==> src/rtl/dmem_pkg.sv <==
// Shared types and constants for the data-RAM arbiter slice.
//   arb_state_t : arbiter FSM state (free / locked to m0 / locked to m1)
//   resp_tag_t  : one-deep response pipeline tag (owner, read flag, range error)
package dmem_pkg;

  localparam int unsigned DMEM_ADDR_W = 32;
  localparam int unsigned DMEM_DATA_W = 32;
  localparam int unsigned DMEM_DEPTH  = 328;

  typedef enum logic [1:0] {
    IDLE  = 2'd0,
    LOCK0 = 2'd1,
    LOCK1 = 2'd2
  } arb_state_t;

  typedef struct packed {
    logic master;   // 0 = m0, 1 = m1
    logic is_read;  // a read was granted last cycle
    logic err;      // the granted address was out of range
  } resp_tag_t;

  localparam resp_tag_t RESP_TAG_NONE = '{master: 1'b0, is_read: 1'b0, err: 1'b0};

endpackage

==> src/rtl/dmem_arbiter_if.sv <==
// Per-requester data-RAM access port.
//   master modport : drives req/we/lock/addr/wdata, receives gnt/rvalid/rdata/err
//   slave modport  : the arbiter side of the same signals
interface dmem_arbiter_if
  import dmem_pkg::*;
#(
  parameter int unsigned ADDR_W = DMEM_ADDR_W,
  parameter int unsigned DATA_W = DMEM_DATA_W
) ();

  logic              req;
  logic              we;
  logic              lock;
  logic [ADDR_W-1:0] addr;
  logic [DATA_W-1:0] wdata;
  logic              gnt;
  logic              rvalid;
  logic [DATA_W-1:0] rdata;
  logic              err;

  modport master (
    output req, we, lock, addr, wdata,
    input  gnt, rvalid, rdata, err
  );

  modport slave (
    input  req, we, lock, addr, wdata,
    output gnt, rvalid, rdata, err
  );

endinterface

==> src/rtl/dmem_arbiter_rr_pick.sv <==
// Two-way round-robin selector.
//   req   : requests {m1, m0}
//   ptr   : master favoured on a tie while free (0 = m0)
//   state : arbiter state; a locked state admits only its owner
//   grant : one-hot (or zero) grant {m1, m0}
module rr_pick
  import dmem_pkg::*;
(
  input  logic [1:0] req,
  input  logic       ptr,
  input  arb_state_t state,
  output logic [1:0] grant
);

  // Pure combinational pick; no state lives here.
  always_comb begin
    grant = 2'b00;
    case (state)
      IDLE: begin
        if (req == 2'b11) begin
          grant = ptr ? 2'b10 : 2'b01;
        end else begin
          grant = req;
        end
      end
      LOCK0:   grant = {1'b0, req[0]};
      LOCK1:   grant = {req[1], 1'b0};
      default: grant = 2'b00;
    endcase
  end

endmodule

==> src/rtl/dmem_arbiter.sv <==
// Arbiter and sequencer sharing the single-port data RAM between the CPU
// load/store unit (m0) and the phrase/display reader (m1).
//   clock, reset : single clock, synchronous active-high reset
//   m0, m1       : requester ports (dmem_arbiter_if slave modport)
//   ram_address, ram_data, ram_wren : RAM drive; address/data hold when idle
//   ram_q        : RAM registered read data (valid the cycle after the address)
module dmem_arbiter
  import dmem_pkg::*;
#(
  parameter int unsigned ADDR_W = DMEM_ADDR_W,
  parameter int unsigned DATA_W = DMEM_DATA_W,
  parameter int unsigned DEPTH  = DMEM_DEPTH
) (
  input  logic              clock,
  input  logic              reset,
  dmem_arbiter_if.slave     m0,
  dmem_arbiter_if.slave     m1,
  output logic [ADDR_W-1:0] ram_address,
  output logic [DATA_W-1:0] ram_data,
  output logic              ram_wren,
  input  logic [DATA_W-1:0] ram_q
);

  arb_state_t        state_q, state_d;
  logic              ptr_q, ptr_d;
  resp_tag_t         tag_q, tag_d;
  logic [ADDR_W-1:0] addr_q;
  logic [DATA_W-1:0] data_q;

  logic [1:0]        grant_raw;
  logic [1:0]        grant;
  logic              any_gnt;
  logic              sel;
  logic              sel_we;
  logic              sel_lock;
  logic [ADDR_W-1:0] sel_addr;
  logic [DATA_W-1:0] sel_wdata;
  logic              in_range;

  rr_pick u_rr_pick (
    .req   ({m1.req, m0.req}),
    .ptr   (ptr_q),
    .state (state_q),
    .grant (grant_raw)
  );

  // No grant may leave the arbiter while reset is held.
  assign grant   = reset ? 2'b00 : grant_raw;
  assign any_gnt = |grant;
  assign sel     = grant[1];

  // Granted master's request fields.
  assign sel_we    = sel ? m1.we    : m0.we;
  assign sel_lock  = sel ? m1.lock  : m0.lock;
  assign sel_addr  = sel ? m1.addr  : m0.addr;
  assign sel_wdata = sel ? m1.wdata : m0.wdata;
  assign in_range  = (sel_addr < ADDR_W'(DEPTH));

  // Next state, pointer, response tag and RAM drive.
  always_comb begin
    state_d     = state_q;
    ptr_d       = ptr_q;
    tag_d       = RESP_TAG_NONE;
    ram_address = addr_q;
    ram_data    = data_q;
    ram_wren    = 1'b0;

    if (any_gnt) begin
      ram_address   = sel_addr;
      ram_data      = sel_wdata;
      ram_wren      = sel_we & in_range;
      tag_d.master  = sel;
      tag_d.is_read = ~sel_we;
      tag_d.err     = ~in_range;
    end

    case (state_q)
      IDLE: begin
        if (any_gnt) begin
          ptr_d = ~sel;
          if (sel_lock) begin
            state_d = sel ? LOCK1 : LOCK0;
          end
        end
      end
      // Owner either dropped req (abandoned) or made its final unlocked access.
      LOCK0: begin
        if (!m0.req || !m0.lock) begin
          state_d = IDLE;
        end
      end
      LOCK1: begin
        if (!m1.req || !m1.lock) begin
          state_d = IDLE;
        end
      end
      default: state_d = IDLE;
    endcase
  end

  // State, pointer, response tag and held RAM address/data.
  always_ff @(posedge clock) begin
    if (reset) begin
      state_q <= IDLE;
      ptr_q   <= 1'b0;
      tag_q   <= RESP_TAG_NONE;
      addr_q  <= '0;
      data_q  <= '0;
    end else begin
      state_q <= state_d;
      ptr_q   <= ptr_d;
      tag_q   <= tag_d;
      addr_q  <= ram_address;
      data_q  <= ram_data;
    end
  end

  // Response decode from the registered tag; ram_q lines up with it.
  // Reset masks the slot so a read granted just before reset never completes.
  assign m0.gnt    = grant[0];
  assign m1.gnt    = grant[1];
  assign m0.rvalid = ~reset & tag_q.is_read & ~tag_q.master;
  assign m1.rvalid = ~reset & tag_q.is_read &  tag_q.master;
  assign m0.err    = ~reset & tag_q.err & ~tag_q.master;
  assign m1.err    = ~reset & tag_q.err &  tag_q.master;
  assign m0.rdata  = (m0.rvalid && !tag_q.err) ? ram_q : '0;
  assign m1.rdata  = (m1.rvalid && !tag_q.err) ? ram_q : '0;

endmodule

==> src/flat_wrapper.sv <==
// flat-port wrapper written by rule: the top's interface ports become plain ports
module dmem_arbiter_flat import dmem_pkg::*;
#(
  parameter int unsigned ADDR_W = DMEM_ADDR_W,
  parameter int unsigned DATA_W = DMEM_DATA_W,
  parameter int unsigned DEPTH  = DMEM_DEPTH
)
  (clock, reset, ram_address, ram_data, ram_wren, ram_q, m0_req, m0_we, m0_lock, m0_addr, m0_wdata, m0_gnt, m0_rvalid, m0_rdata, m0_err, m1_req, m1_we, m1_lock, m1_addr, m1_wdata, m1_gnt, m1_rvalid, m1_rdata, m1_err);
  dmem_arbiter_if #(.ADDR_W(ADDR_W), .DATA_W(DATA_W)) m0_i ();
  dmem_arbiter_if #(.ADDR_W(ADDR_W), .DATA_W(DATA_W)) m1_i ();
  input  logic clock;
  input  logic reset;
  output logic [ADDR_W-1:0] ram_address;
  output logic [DATA_W-1:0] ram_data;
  output logic ram_wren;
  input  logic [DATA_W-1:0] ram_q;
  input wire logic [$bits(m0_i.req)-1:0] m0_req;
  input wire logic [$bits(m0_i.we)-1:0] m0_we;
  input wire logic [$bits(m0_i.lock)-1:0] m0_lock;
  input wire logic [$bits(m0_i.addr)-1:0] m0_addr;
  input wire logic [$bits(m0_i.wdata)-1:0] m0_wdata;
  output wire logic [$bits(m0_i.gnt)-1:0] m0_gnt;
  output wire logic [$bits(m0_i.rvalid)-1:0] m0_rvalid;
  output wire logic [$bits(m0_i.rdata)-1:0] m0_rdata;
  output wire logic [$bits(m0_i.err)-1:0] m0_err;
  input wire logic [$bits(m1_i.req)-1:0] m1_req;
  input wire logic [$bits(m1_i.we)-1:0] m1_we;
  input wire logic [$bits(m1_i.lock)-1:0] m1_lock;
  input wire logic [$bits(m1_i.addr)-1:0] m1_addr;
  input wire logic [$bits(m1_i.wdata)-1:0] m1_wdata;
  output wire logic [$bits(m1_i.gnt)-1:0] m1_gnt;
  output wire logic [$bits(m1_i.rvalid)-1:0] m1_rvalid;
  output wire logic [$bits(m1_i.rdata)-1:0] m1_rdata;
  output wire logic [$bits(m1_i.err)-1:0] m1_err;
  assign m0_i.req = m0_req;
  assign m0_i.we = m0_we;
  assign m0_i.lock = m0_lock;
  assign m0_i.addr = m0_addr;
  assign m0_i.wdata = m0_wdata;
  assign m0_gnt = m0_i.gnt;
  assign m0_rvalid = m0_i.rvalid;
  assign m0_rdata = m0_i.rdata;
  assign m0_err = m0_i.err;
  assign m1_i.req = m1_req;
  assign m1_i.we = m1_we;
  assign m1_i.lock = m1_lock;
  assign m1_i.addr = m1_addr;
  assign m1_i.wdata = m1_wdata;
  assign m1_gnt = m1_i.gnt;
  assign m1_rvalid = m1_i.rvalid;
  assign m1_rdata = m1_i.rdata;
  assign m1_err = m1_i.err;
  dmem_arbiter #(.ADDR_W(ADDR_W), .DATA_W(DATA_W), .DEPTH(DEPTH)) u_core (.clock(clock), .reset(reset), .m0(m0_i), .m1(m1_i), .ram_address(ram_address), .ram_data(ram_data), .ram_wren(ram_wren), .ram_q(ram_q));
endmodule
==> config.mk <==
export PLATFORM = sky130hd
export DESIGN_NAME = dmem_arbiter_flat
export DESIGN_NICKNAME = d
export VERILOG_FILES = /design/src/rtl/dmem_pkg.sv /design/src/rtl/dmem_arbiter_if.sv /design/src/rtl/dmem_arbiter_rr_pick.sv /design/src/rtl/dmem_arbiter.sv /design/src/flat_wrapper.sv
export SDC_FILE = /design/constraint.sdc
export NUM_CORES = 1
export LEC_CHECK = 0
export CAP_MARGIN = 5
export CELL_PAD_IN_SITES_DETAIL_PLACEMENT = 1
export CELL_PAD_IN_SITES_GLOBAL_PLACEMENT = 2
export CORE_ASPECT_RATIO = 2
export CORE_UTILIZATION = 18
export DETAILED_ROUTE_END_ITERATION = 10
export PLACE_DENSITY_LB_ADDON = 0.1
export SYNTH_ARGS = -nofsm -noshare
export SYNTH_HDL_FRONTEND = slang
export SYNTH_SLANG_ARGS = --single-unit
==> constraint.sdc <==
create_clock -name clock -period 2.8 [get_ports clock]
set_input_delay 0.56 -clock clock [delete_from_list [all_inputs] [get_ports clock]]
set_output_delay 0.56 -clock clock [all_outputs]
set_load 0.03 [all_outputs]
==> impl_metrics.yaml, run 1 <==
status:
  outcome: "complete, but fails checks"
  failed_checks: "negative setup slack"
global_route:
  pin_count_of_the_biggest_net_entering_global_routing: 50
  antenna_found_initial: 0
  first_global_vias: 5884
  grt-ovfl-total: 0
  grt_util_all_layers_pct: 17.3
  grt_pass1_wl_um: 30400
setup_path:
  path_delay_family: "simple AND/OR/NAND/NOR gates"
  startpoint_type: "primary input"
  cell_chain_critical_path: "clkdlybuf4s50_1 > nor4_2 > nand4_1 > o22a_1 > nor4b_2 > buf_4"
  r2r_end: "u_core.addr_q[18]"
  reg2regPathDepth: 7
  critical_path_required_ps: 2240
  timing.critical_path.depth: 6
  reg2reg_setup_slack_ps: 980
  critPathCaptureType: "primary output"
  worst_ep_arrival_time_ps: 2240
  critical_path.slowest_cell: "sky130_fd_sc_hd__clkdlybuf4s50_1"
  crit_path_buf_inv_count: 2
  crit-reg2reg-launch: "u_core.state_q[1]"
  worst-setup-path-type: "primary input to primary output"
  crit_path_max_fanout: 2
  critPathMaxStageDelay_ps: 430
power:
  leakage_uw: 0.00402
  vdd_drop_max_mv: 0.306
  report.power.total_uw: 3560
  pwr_density_cell_nw_per_um2: 412
drt:
  detail_route.vias_per_cell: 4.48
  routed-via-count: 5357
  routed_wire_length_on_met3_um: 968
  drcViolationCount: 0
  avgRoutedWirePerCell_um: 16.7
  ant_nets: 0
  met2_wirelength_um: 10900
  routed_wirelength_um: 19900
  drt-pass1-iter-count: 4
  wirelength_met1_um: 7620
  route.top_layer_used: "met4"
  detail_route.iter0.violations: 93
timing:
  layout_setup_ws_ps: -3.95
  finalWorstPathRequiredPeriod_ps: 2800
  finalSetupViolCount: 1
  worstMarginPinSlew_ps: 432
  slew_headroom_pct: 71.2
  skew_ps: 6.48
  achievable-frequency_mhz: 357
  timing.final.crit_share_pct: 100
  hold_violations: 0
  rsz_0062_raised_after_global_routing: "no"
  timing.final.max_slew_violations: 0
placed_design:
  hpwl_um: 15800
  detailedPlace.worstSlack_ps: -258
  placer_congestion: 0.806
  place.port_buffers: 302
min_path:
  holdPathEnd: "u_core.data_q[23]"
  hold_path.class: "flop to flop"
  worstHoldPathCells: 2
  worst_hold_startpoint: "u_core.data_q[23]"
synth:
  syn-cell-area_um2: 3970
  number_of_synthesized_register_bits: 70
  synthDistinctLibCells: 41
  ys.flop_type: "sky130_fd_sc_hd__dfxtp_1"
  syn-num-nets: 682
  largest_cells_by_area_after_synthesis: "sky130_fd_sc_hd__dfxtp_1 35%, sky130_fd_sc_hd__nor2_1 12%, sky130_fd_sc_hd__and2_1 10%"
  top_cell_type_s_share_of_synthesized_area_pct: 35.3
  post-synth-top-area-cell: "sky130_fd_sc_hd__dfxtp_1"
  yosys_warnings: 0
  synth_edf_count: 0
  synth_sequential_area_ratio_pct: 35.3
  synthCells: 514
  synth.avg_cell_area_um2: 7.73
  asyncSetResetFlopFracSynth_pct: 0
cells_and_area:
  layout.nets: 1087
  num-fill-cells: 2560
  antenna_cells_inserted: 0
  mostFrequentLayoutCell: "sky130_fd_sc_hd__buf_4"
  final_cell_mix: "228 x sky130_fd_sc_hd__buf_4, 143 x sky130_fd_sc_hd__clkdlybuf4s50_1, 126 x sky130_fd_sc_hd__nor2_1, 70 x sky130_fd_sc_hd__dfxtp_1, 65 x sky130_fd_sc_hd__and2_1"
  drive_above_1_share_pct: 35.5
  syn2layout_area_growth_pct: 118
clock_tree:
  clock_latency_ps: 340
  cts_buffers: 9
  clock-root-buffer: "sky130_fd_sc_hd__clkbuf_16"
  cts.sink_count: 70
  cts_tree: "yes"
  hold_buffers: 0
  htreeDepth: 3
  clkSlewWorstSetupHoldPaths_ps: 60
  cts.path.max_buffers: 2
floorplan:
  fp-row-count: 76
  die-area_um2: 22700
  fp.coreArea_um2: 21600
  io_pins: 303
  initial_utilization_pct: 18.4
  chipWidth_um: 107
  fp.dieH_um: 212
flow_run:
  cap_viol_max_count: 0
## through the flow
| step | instances | setup TNS [ps] | util [%] | hold WS [ps] | instance area, µm² |
|---|---|---|---|---|---|
| after global routing | 1197 | 0 | 40.0 | 559 | 8640 |
| final | 1197 | -3.95 | 40.0 | 529 | 8640 |
| after global placement | 1175 | -6740 | 37.0 | 508 | 7980 |
| after detailed placement | 1175 | -8620 | 37.0 | 517 | 7980 |
| after floorplan | 514 | 0 | - | 493 | 3970 |
| after CTS | 1197 | -67.3 | 39.5 | 531 | 8520 |
## timing repair
action                                  CTS  global route
endpoints found under the setup margin   66             1
pin swaps                                11            21
hold endpoints to repair                  0             0
cloned                                    2             0
buffers inserted                          5             1
gates resized for setup                  53            37
## Yosys cell counts, types with 2 or more instances
library cell,instances
sky130_fd_sc_hd__nor2_2,9
sky130_fd_sc_hd__and3_1,2
sky130_fd_sc_hd__and3b_1,2
sky130_fd_sc_hd__buf_6,2
sky130_fd_sc_hd__nor3b_1,4
sky130_fd_sc_hd__dfxtp_1,70
sky130_fd_sc_hd__buf_2,12
sky130_fd_sc_hd__nor3_1,37
sky130_fd_sc_hd__o21ai_0,2
sky130_fd_sc_hd__mux2i_1,29
sky130_fd_sc_hd__buf_1,2
sky130_fd_sc_hd__inv_1,2
sky130_fd_sc_hd__a211oi_1,28
sky130_fd_sc_hd__a21oi_1,31
sky130_fd_sc_hd__nand2b_1,2
sky130_fd_sc_hd__o21a_1,2
sky130_fd_sc_hd__clkbuf_1,19
sky130_fd_sc_hd__nand4_1,3
sky130_fd_sc_hd__nor4_2,9
sky130_fd_sc_hd__or3_1,2
sky130_fd_sc_hd__nor2_1,126
sky130_fd_sc_hd__nor4_1,36
sky130_fd_sc_hd__and2_1,65
## metal layers
| layer | vias to the layer above | GRT usage, % |
|---|---|---|
| li1 | 2627 | - |
| met1 | 2533 | 19.1 |
| met2 | 177 | 32.6 |
| met3 | 20 | 3.37 |
| met4 | 0 | 5.34 |
| met5 | - | 0 |
## worst max path at each step
stage                start            to
2_1_floorplan       m0_req  ram_data[22]
3_3_place_gp   m0_addr[25]      ram_wren
3_5_place_dp        m0_req   ram_data[9]
4_1_cts        m0_addr[21]      ram_wren
5_1_grt        m1_addr[21]      ram_wren
6_report       m1_addr[21]      ram_wren
## state kept, by name, summed over array words and instances (netlist names)
signal and cells:
u_core.addr_q 32, u_core.tag_q 3, u_core.state_q 2, u_core.ptr_q 1
u_core.data_q 32
## tightest hold or removal path: cells and delay by family (launching register included)
kind,cells,cell delay (ps)
flip-flops,1,310
AND/OR/NAND/NOR,2,170
## cell families after synthesis
logic type | after synthesis | synth area share (%)
and+or+nand+nor | 307 | 41.7
AOI/OAI and AO/OA | 68 | 10.8
buffers and inverters | 40 | 4.92
DFF | 70 | 35.3
muxes | 29 | 7.31
## power breakdown
group	switching [µW]	internal [µW]	total [µW]
registers	27.4	1080	1110
logic	722	676	1400
clock network	438	616	1050
## final cells by class
type | count | area (µm²) | area share [%]
timing repair buffer | 430 | 3990 | 46.2
clock inverter | 5 | 25.0 | 0.290
inverter | 3 | 16.3 | 0.188
clock buffer | 11 | 243 | 2.81
tap | 273 | 342 | 3.95
multi-input combinational | 405 | 2630 | 30.4
sequential | 70 | 1400 | 16.2
Power figures use the tool's default switching activity.
==> inputs of run 2 (changes only) <==
Settings changed: CORE_AREA from default to 2 2 118 120, CORE_ASPECT_RATIO 2 to default, CORE_UTILIZATION 18 to default, DIE_AREA from default to 0 0 120 122, DONT_BUFFER_PORTS from default to 1.
==> run 2 against run 1 <==
- the flow now finishes without violations
- via count shrank 26%
- global-route usage is 0.79 points higher
- die area down 35%
- routed wire length fell by 30%
- worst hold slack lost 230 ps
- power down 11%
- clock power is 14% higher
- non-clock buffer count is 348 lower
- sequential power about the same
- critical path depth shrank 1
- cell count is 37% lower
- highest routed layer unchanged
==> impl_metrics.yaml, run 2 (synthesis results as in run 1) <==
floorplan:
  chipWidth_um: 120
  io_pins: 303
  initial_utilization_pct: 29.4
  fp.dieH_um: 122
  die-area_um2: 14600
  fp-row-count: 43
  fp.coreArea_um2: 13500
global_route:
  pin_count_of_the_biggest_net_entering_global_routing: 76
  grt_pass1_wl_um: 20600
  grt-ovfl-total: 0
  antenna_found_initial: 1
  grt_util_all_layers_pct: 18.1
  first_global_vias: 3831
power:
  pwr_density_cell_nw_per_um2: 632
  vdd_drop_max_mv: 0.210
  report.power.total_uw: 3160
  leakage_uw: 0.00215
cells_and_area:
  syn2layout_area_growth_pct: 25.9
  layout_top_registers: "u_core.addr_q x32, u_core.data_q x32, u_core.tag_q x3"
  mostFrequentLayoutCell: "sky130_fd_sc_hd__nor2_1"
  drive_above_1_share_pct: 21.6
  layout.nets: 738
  final_cell_mix: "126 x sky130_fd_sc_hd__nor2_1, 78 x sky130_fd_sc_hd__buf_4, 70 x sky130_fd_sc_hd__dfxtp_1, 65 x sky130_fd_sc_hd__and2_1, 37 x sky130_fd_sc_hd__nor3_1"
  utilization_pct: 37.0
drt:
  routed-via-count: 3940
  detail_route.vias_per_cell: 5.22
  ant_nets: 0
  drcViolationCount: 0
  detail_route.iter0.violations: 131
  avgRoutedWirePerCell_um: 18.4
  routed_wirelength_um: 13900
  drt-pass1-iter-count: 4
clock_tree:
  clock-root-buffer: "sky130_fd_sc_hd__clkbuf_16"
  hold_buffers: 0
  clock_latency_ps: 330
  clkSlewWorstSetupHoldPaths_ps: 60
  cts.sink_count: 70
  htreeDepth: 3
  cts_tree: "yes"
  cts.path.max_buffers: 2
  cts_buffers: 9
setup_path:
  critPathCaptureType: "primary output"
  worst_ep_arrival_time_ps: 2080
  reg2regPathDepth: 5
  critical_path_required_ps: 2240
  worst-setup-path-type: "primary input to primary output"
  crit_path_max_fanout: 2
  startpoint_type: "primary input"
timing:
  hold_violations: 0
  timing.final.max_slew_violations: 0
  timing.final.crit_share_pct: 94.4
  skew_ps: 5.65
  slew_headroom_pct: 57.8
  achievable-frequency_mhz: 378
  finalWorstPathRequiredPeriod_ps: 2640
  whs_ps: 300
  final.setup.tns_ps: 0
  finalSetupViolCount: 0
  layout_setup_ws_ps: 156
  rsz_0062_raised_after_global_routing: "no"
  worstMarginPinSlew_ps: 627
flow_run:
  cap_viol_max_count: 0
min_path:
  hold_path.class: "primary input to flop"
  worstHoldPathCells: 1
placed_design:
  detailedPlace.worstSlack_ps: 96.4
  hpwl_um: 10700
  placer_congestion: 0.811
  place.port_buffers: 0
status:
  outcome: "complete, no violations"
[run 2: per-layer routing]
| layer | share of wire [%] | GRT usage [%] |
|---|---|---|
| met5 | 0 | 0 |
| met3 | 7.0 | 4.49 |
| met1 | 43 | 22.9 |
| met2 | 48 | 29.6 |
| met4 | 2.0 | 7.06 |
[run 2: critical path, stage by stage]
cell                      delay (ps)
sky130_fd_sc_hd__nor4_1          560
sky130_fd_sc_hd__nand4_1         170
sky130_fd_sc_hd__o22a_1          280
sky130_fd_sc_hd__nor4b_2         300
sky130_fd_sc_hd__buf_4           210
[run 2: layout make-up]
class,count,area (µm²)
fill,1640,8500
multi-input combinational,404,2400
sequential,70,1400
timing repair buffer,82,657
clock buffer,10,229
tap,180,225
clock inverter,5,75.1
inverter,3,11.3
antenna,1,2.50
[run 2: final timing paths]
| kind | startpoint | endpoint | slack, ps |
|---|---|---|---|
| max | m0_addr[31] | ram_wren | 160 |
| min | reset | u_core.addr_q[17] | 300 |
| max reg2reg | u_core.state_q[1] | u_core.addr_q[5] | 1120 |
| min reg2reg | u_core.data_q[27] | u_core.data_q[27] | 520 |
[run 2: power by group]
group,switching [µW],leakage (µW),total (µW),internal (µW)
clock network,426,0.000152,1200,770
logic,561,0.00142,861,300
registers,25.0,0.000580,1110,1080
[run 2: stage by stage]
stage	std cells	instance area, µm²
floorplan	514	3970
global placement	737	4670
detailed placement	737	4670
CTS	754	4990
global route	755	5000
finish	755	5000
[run 2: repair_timing]
| action | CTS | global route |
|---|---|---|
| setup endpoints to repair | 32 | 8 |
| setup buffers | 2 | 0 |
| resized for setup | 2 | 2 |
| pin swaps | 1 | 0 |
